## src/rtl/hazard_ctrl_pkg.sv

```systemverilog
// Shared types and helpers for the pipeline hazard controller.
package hazard_ctrl_pkg;

  typedef enum logic [1:0] {
    FWD_NONE = 2'b00,
    FWD_W    = 2'b01,
    FWD_M    = 2'b10
  } fwd_sel_t;

  typedef enum logic [1:0] {
    RUN      = 2'b00,
    MEM_WAIT = 2'b01,
    ERROR    = 2'b10
  } hz_state_t;

  localparam int unsigned REG_W = 5;

  // A writing, nonzero destination that matches a source register.
  function automatic logic reg_hit(input logic [REG_W-1:0] rd, input logic we,
                                   input logic [REG_W-1:0] rs);
    return we && (rd != '0) && (rd == rs);
  endfunction

endpackage

```

## src/rtl/hazard_ctrl_fwd_unit.sv

```systemverilog
// Operand forward select for one E-stage source register; M beats W.
module fwd_unit
  import hazard_ctrl_pkg::*;
(
  input  logic [REG_W-1:0] rs,
  input  logic [REG_W-1:0] m_rd,
  input  logic             m_reg_write,
  input  logic [REG_W-1:0] w_rd,
  input  logic             w_reg_write,
  output fwd_sel_t         sel
);

  always_comb begin
    sel = FWD_NONE;
    if (reg_hit(m_rd, m_reg_write, rs)) sel = FWD_M;
    else if (reg_hit(w_rd, w_reg_write, rs)) sel = FWD_W;
  end

endmodule

```

## src/rtl/hazard_ctrl.sv

```systemverilog
// Pipeline hazard controller: load-use / branch / memory-wait stalls and flushes.
// Define HAZARD_CTRL_FWD_EN to enable operand forwarding; otherwise RAW hazards stall.
module hazard_ctrl
  import hazard_ctrl_pkg::*;
#(
  parameter int unsigned TIMEOUT = 255,
  parameter int unsigned CNT_W   = 16
) (
  input  logic             clk,
  input  logic             rst,
  input  logic [4:0]       d_rs1,
  input  logic [4:0]       d_rs2,
  input  logic [4:0]       de_rs1,
  input  logic [4:0]       de_rs2,
  input  logic [4:0]       e_rd,
  input  logic             e_reg_write,
  input  logic             e_mem_read,
  input  logic [4:0]       m_rd,
  input  logic             m_reg_write,
  input  logic [4:0]       w_rd,
  input  logic             w_reg_write,
  input  logic             e_branch_taken,
  input  logic             dmem_req,
  input  logic             dmem_ready,
  output logic             f_stall,
  output logic             stall,
  output logic             e_stall,
  output logic             m_stall,
  output logic             flush,
  output logic             e_flush,
  output logic [1:0]       fwd_a,
  output logic [1:0]       fwd_b,
  output logic             mem_err,
  output logic [CNT_W-1:0] stall_cycles
);

  localparam int unsigned WAIT_W = (TIMEOUT > 1) ? $clog2(TIMEOUT) : 1;
  localparam logic [WAIT_W-1:0] WAIT_LAST = WAIT_W'(TIMEOUT - 1);

  hz_state_t         state, state_nxt;
  logic [WAIT_W-1:0] wait_cnt, wait_cnt_nxt;
  logic              mem_hold;
  logic              load_use;
  fwd_sel_t          fwd_a_sel, fwd_b_sel;

  assign mem_hold = dmem_req & ~dmem_ready;

`ifdef HAZARD_CTRL_FWD_EN
  assign load_use = e_mem_read & (reg_hit(e_rd, e_reg_write, d_rs1) |
                                   reg_hit(e_rd, e_reg_write, d_rs2));

  fwd_unit u_fwd_a (
    .rs(de_rs1), .m_rd(m_rd), .m_reg_write(m_reg_write),
    .w_rd(w_rd), .w_reg_write(w_reg_write), .sel(fwd_a_sel)
  );
  fwd_unit u_fwd_b (
    .rs(de_rs2), .m_rd(m_rd), .m_reg_write(m_reg_write),
    .w_rd(w_rd), .w_reg_write(w_reg_write), .sel(fwd_b_sel)
  );
`else
  // No bypass paths: any pending E or M write to a D source must stall.
  assign load_use = reg_hit(e_rd, e_reg_write, d_rs1) | reg_hit(e_rd, e_reg_write, d_rs2) |
                    reg_hit(m_rd, m_reg_write, d_rs1) | reg_hit(m_rd, m_reg_write, d_rs2);
  assign fwd_a_sel = FWD_NONE;
  assign fwd_b_sel = FWD_NONE;

  logic unused_fwd;
  assign unused_fwd = ^{de_rs1, de_rs2, w_rd, w_reg_write, e_mem_read};
`endif

  always_ff @(posedge clk) begin
    if (rst) begin
      state        <= RUN;
      wait_cnt     <= '0;
      stall_cycles <= '0;
    end else begin
      state    <= state_nxt;
      wait_cnt <= wait_cnt_nxt;
      if (f_stall && (stall_cycles != '1)) stall_cycles <= stall_cycles + 1'b1;
    end
  end

  always_comb begin
    state_nxt    = state;
    wait_cnt_nxt = wait_cnt;
    f_stall      = 1'b0;
    stall        = 1'b0;
    e_stall      = 1'b0;
    m_stall      = 1'b0;
    flush        = 1'b0;
    e_flush      = 1'b0;
    fwd_a        = FWD_NONE;
    fwd_b        = FWD_NONE;
    mem_err      = (state == ERROR);

    case (state)
      RUN: begin
        if (mem_hold) begin
          state_nxt    = MEM_WAIT;
          wait_cnt_nxt = '0;
        end
      end
      MEM_WAIT: begin
        if (dmem_ready) begin
          state_nxt    = RUN;
          wait_cnt_nxt = '0;
        end else if (wait_cnt == WAIT_LAST) begin
          state_nxt = ERROR;
        end else begin
          wait_cnt_nxt = wait_cnt + 1'b1;
        end
      end
      ERROR:   state_nxt = ERROR;
      default: state_nxt = RUN;
    endcase

    // Memory hold masks branch/load-use; a frozen branch acts on release.
    if (!rst) begin
      fwd_a = fwd_a_sel;
      fwd_b = fwd_b_sel;
      if ((state == ERROR) || mem_hold) begin
        f_stall = 1'b1;
        stall   = 1'b1;
        e_stall = 1'b1;
        m_stall = 1'b1;
      end else if (e_branch_taken) begin
        flush   = 1'b1;
        e_flush = 1'b1;
      end else if (load_use) begin
        f_stall = 1'b1;
        stall   = 1'b1;
        e_flush = 1'b1;
      end
    end
  end

endmodule

```

## config.mk

```make
export PLATFORM = sky130hd
export DESIGN_NAME = hazard_ctrl
export DESIGN_NICKNAME = d
export VERILOG_FILES = /design/src/rtl/hazard_ctrl_pkg.sv /design/src/rtl/hazard_ctrl_fwd_unit.sv /design/src/rtl/hazard_ctrl.sv
export SDC_FILE = /design/constraint.sdc
export NUM_CORES = 1
export LEC_CHECK = 0
export ABC_AREA = 1
export BUFFER_PORTS_ARGS = -buffer_cell sky130_fd_sc_hd__buf_2
export CAP_MARGIN = 20
export CORE_MARGIN = 2
export CORE_UTILIZATION = 44
export DETAILED_ROUTE_END_ITERATION = 8
export PLACE_DENSITY_LB_ADDON = 0.05
export SYNTH_ARGS = -nofsm -noshare
export SYNTH_HDL_FRONTEND = slang
export SYNTH_SLANG_ARGS = --single-unit
```

## constraint.sdc

```tcl
create_clock -name clk -period 2.55 [get_ports clk]
set_clock_uncertainty 0.05 [all_clocks]
set_input_delay 0.3825 -clock clk [delete_from_list [all_inputs] [get_ports clk]]
set_output_delay 0.3825 -clock clk [all_outputs]
set_load 0.005 [all_outputs]
```

# Word level (Yosys, flattened, before mapping)
# Cells that the tools add are included.
# op_classes
reduce_logical	14
muxes	20
addsub	2
bitwise_logic	5
n_eq_ne	11
# op_table
operator	n
$mux 8	3
$eq 5x5->1	4
$add 16x1->16 const B	1
$ne 16x16->1 const B	1
$pmux 8 s2	1
$mux 1	12
$reduce_bool 5->1	2
$add 8x1->8 const B	1
$eq 8x8->1 const B	1
$logic_and 1x1->1	7
$mux 2	3
$ne 3x3->1 const B	2
$pmux 2 s3	1
$or 1x1->1	3
$reduce_and 3->1	1
$eq 2x1->1 const B	1
$eq 2x2->1 const B	1
$logic_not 2->1	1
$ne 2x2->1 const B	1
$reduce_and 2->1	1
$reduce_bool 2->1	1
$and 1x1->1	1
$logic_or 1x1->1	1
$not 1->1	1
# word_totals
output_inout_bits	27
word_cells	55
register_bits	26
inputBits	44

# Depth between registers and ports, before layout
# depth
ltp_word	11
mapped_depth	14
depth_no_buf	13

# Worst setup path after synthesis
# Ideal clock, no wire load.
# synth_timing
path_type	input port to output port
startpoint	in dmem_ready
endpoint	out stall
arrival_time_ps	1402
required_ps	2118
n_path_buf	2
path_stages	9
slack_ps	716
cell_sequence	inv_1 -> nand2_1 -> o21ai_1 -> inv_2 -> nor2_1 -> inv_2 -> nand2_2 -> buf_2 -> buf_4
# synth_between
elab_chain_len	5
# synth_rtl
item	line	source
start, declared	hazard_ctrl.sv:24	input logic dmem_ready,
$not 1->1	hazard_ctrl.sv:46	assign mem_hold = dmem_req & ~dmem_ready;
$and 1x1->1	hazard_ctrl.sv:46	
$logic_or 1x1->1	hazard_ctrl.sv:121	if ((state == ERROR) || mem_hold) begin
$mux 1 (2 in series)	-	
end, declared	hazard_ctrl.sv:26	output logic stall,
# No other way between the ends.

# Final worst setup path
# layout_timing
startpoint	reg stall_cycles[0]
endpoint	reg stall_cycles[5]
# layout_between
elab_chain_len	2
elab_cells_between_ends	3
classes_between	add/sub: 1; eq/ne: 1; reduce/logical: 1
# layout_rtl
item	line	source
start, declared	hazard_ctrl.sv:34	output logic [CNT_W-1:0] stall_cycles
start signal, assigned	hazard_ctrl.sv:79	if (f_stall && (stall_cycles != '1)) stall_cycles <= stall_cycles + 1'b1;
parallel branches: the longest is 2 deep, another holds $add 16x1->16	-	
# Parallel ways; which one is timed is not known.
# A chain may end at the register's enable or synchronous reset.

==> flow_summary.json <==
{
  "first_global_vias": 1787,
  "cp.arrival_ps": 2230,
  "h-tree-depth": 1,
  "met2RoutedLength_mm": 1.88,
  "met3_length_um": 201,
  "combPwrFrac": 0.179,
  "drt-met1-wl_mm": 2.23,
  "required_ps": 2700,
  "finalPower_mw": 0.783,
  "crit_path_frequent_cell": "nand2_1",
  "min_from": "rst",
  "cap_viol_max_count": 0,
  "p_sw_mw": 0.215,
  "post_cts_buffers": 0,
  "critPathMaxFanout": 15,
  "grt_pass1_wl_mm": 7.60,
  "drc": 0,
  "drt-total-wl_mm": 4.32,
  "antenna_found_initial": 0,
  "drt_first_pass_iters": 4,
  "hold_viol_final": 0,
  "cts_buffers": 3,
  "r2r_start": "stall_cycles[0]",
  "drive_gt1_frac": 0.220,
  "peakVddDrop_uv": 206,
  "clock_sinks": 26,
  "ys_seq_elements": 26,
  "grt_max_degree": 16,
  "slowest_stage": "dfxtp_1",
  "core_um2": 4290,
  "place_congestion": 0.882,
  "hold-path-endpoint": "state[0]",
  "setup_viol": 0,
  "intPower_mw": 0.569,
  "tritoncts": "done",
  "worstSkewPairLatency_ps": 270,
  "avgViaCountPerCell": 4.72,
  "rrSetupSlack_ps": 470,
  "dp_hpwl_mm": 3.49,
  "syn_avg_cell_area_um2": 6.27,
  "power_density_nw_per_um2": 349,
  "timing.setup.tns_ps": 0,
  "synthesis.area_um2": 1930,
  "critPathKind": "reg -> reg",
  "cp-start-kind": "register",
  "top_layer_used": "met4",
  "wl_per_cell_um": 10.6,
  "drv_slew": 0,
  "cts_buffer_depth": 2,
  "final_area_um2": 2240,
  "clockPowerShare": 0.292,
  "endpoint_kind": "register",
  "power.share.sequential": 0.528,
  "die_y_um": 70.2,
  "antenna_cells": 0,
  "clock.fmax_mhz": 481,
  "postCtsHoldBufs": 0,
  "dieArea_um2": 4930,
  "final_cell_count_no_fill": 407,
  "fp-row-count": 24,
  "status": "completed",
  "timing.rr.end": "stall_cycles[5]",
  "ant_nets": 0,
  "rsz0062_at_grt": "no",
  "vias": 1923,
  "overflow": 0,
  "reg2reg_depth": 9,
  "placed_area_um2": 2200,
  "hold_ws_ps": 328,
  "synthCells": 308,
  "area_delta_synth_final_pct": 16.1,
  "ios": 71,
  "power_leakage_nw": 1.14,
  "synth-seq-area-share": 0.270,
  "fin_crit_ps": 2080,
  "dp_cells": 404,
  "worstHoldPathCells": 2,
  "portBuffers": 49,
  "start_util": 0.450,
  "cts-root-buf": "clkbuf_8",
  "layout.nets": 404,
  "holdCritPathClass": "in -> reg",
  "slowest_delay_ps": 400,
  "min_period_over_period": 0.816,
  "drt_iter0_markers": 81,
  "cp_cell_sequence": "ha_1 > nand2_1 > nor3b_2 > nand2_2 > nor2_4 > nand4_4 > nand2_4 > nand2_1 > a21oi_2",
  "clkTransAtPathRegs_ps": 90,
  "fp.dieW_um": 70.2,
  "switching_share": 0.274,
  "synth.distinct_cells": 29,
  "yosys_warnings": 0,
  "grt_usage": 0.186,
  "cts.repair.resized": 0
}
layout by cell type (no fill, tap or decap), types with 2 or more instances in the layout:
cell	netlist	final
a21oi_1	14	14
a21oi_2	10	10
buf_2	2	49
buf_4	6	3
clkbuf_8	0	3
conb_1	1	4
dfxtp_1	26	26
ha_1	3	3
inv_1	40	40
inv_2	7	7
nand2_1	94	94
nand2_2	2	2
nand3_1	29	29
nand4_1	3	3
nor2_1	27	27
nor3_1	5	5
nor4_1	2	2
o211ai_1	2	2
o21ai_0	2	2
o21ai_1	4	4
xnor2_1	7	7
xor2_1	14	14
stage by stage:
stage	setup WS [ps]	utilization
6_report	470	0.522
5_1_grt	254	0.522
4_1_cts	444	0.522
3_5_place_dp	479	0.513
3_3_place_gp	503	0.513
2_1_floorplan	716	-
routing by layer:
metal / up-vias / global-route usage
li1: 1049 / -
met1: 834 / 0.249
met2: 38 / 0.298
met3: 2 / 0.0447
met4: 0 / 0.0513
met5: - / 0
critical path: cells and delay by family (launching register included):
kind,cells,cell delay [ps]
AO/OA/AOI/OAI,1,110
adder cells (fa/ha/maj),1,210
flip-flops,1,400
AND/OR/NAND/NOR,7,1250
logic make-up after synthesis:
kind of cell    synth area share
other cells              0.00194
xor+xnor                  0.0953
simple gates               0.379
compound gates             0.105
fa+ha+maj                 0.0194
buf+inv                    0.130
flops                      0.270
synth_stat cells:
library cell  number  area, µm²
nor3b_2            1       12.5
buf_1              1       3.75
buf_4              6       45.0
inv_1             40        150
nor2_4             1       11.3
inv_2              7       26.3
nand3b_1           1       7.51
conb_1             1       3.75
nand3_1           29        145
clkbuf_1           1       3.75
nor2_1            27        101
nor4_1             2       12.5
nand4_4            1       21.3
buf_2              2       10.0
ha_1               3       37.5
nor3_1             5       25.0
a21oi_2           10       87.6
nand2_2            2       12.5
a21oi_1           14       70.1
xor2_1            14        123
buf_6              1       11.3
o211ai_1           2       15.0
nand4_1            3       18.8
xnor2_1            7       61.3
nand2_1           94        353
o21ai_1            4       20.0
dfxtp_1           26        521
o21ai_0            2       10.0
nand2_4            1       11.3
power by group through the flow:
stage,clock network (mW),registers (mW),logic [mW]
finish,0.229,0.414,0.141
global route,0.257,0.415,0.161
CTS,0.241,0.414,0.142
detailed placement,0,0.424,0.141
global placement,0,0.424,0.140
floorplan,0,0.423,0.0933
flip-flops by register name (all words and copies together) (netlist names):
register / flops
wait_cnt: 8
stall_cycles: 16
state: 2
worst max-delay path by stage:
| stage | start | endpoint | slack [ps] | depth (start not counted) |
|---|---|---|---|---|
| detailed placement | stall_cycles[0] | stall_cycles[0] | 480 | 9 |
| CTS | stall_cycles[0] | stall_cycles[1] | 440 | 9 |
| global route | stall_cycles[0] | stall_cycles[14] | 250 | 9 |
| finish | stall_cycles[0] | stall_cycles[5] | 470 | 9 |
| floorplan | dmem_ready | stall | 720 | 9 |
| global placement | stall_cycles[0] | stall_cycles[0] | 500 | 9 |
final cells by class:
class	count	area, µm²
inverters	47	176
flip-flops and latches	26	520
fillers	449	2050
multi-input cells	227	1170
repair buffers	52	268
clock buffers	3	41.3
well taps	52	65.1
(Power assumes the default switching activity.)
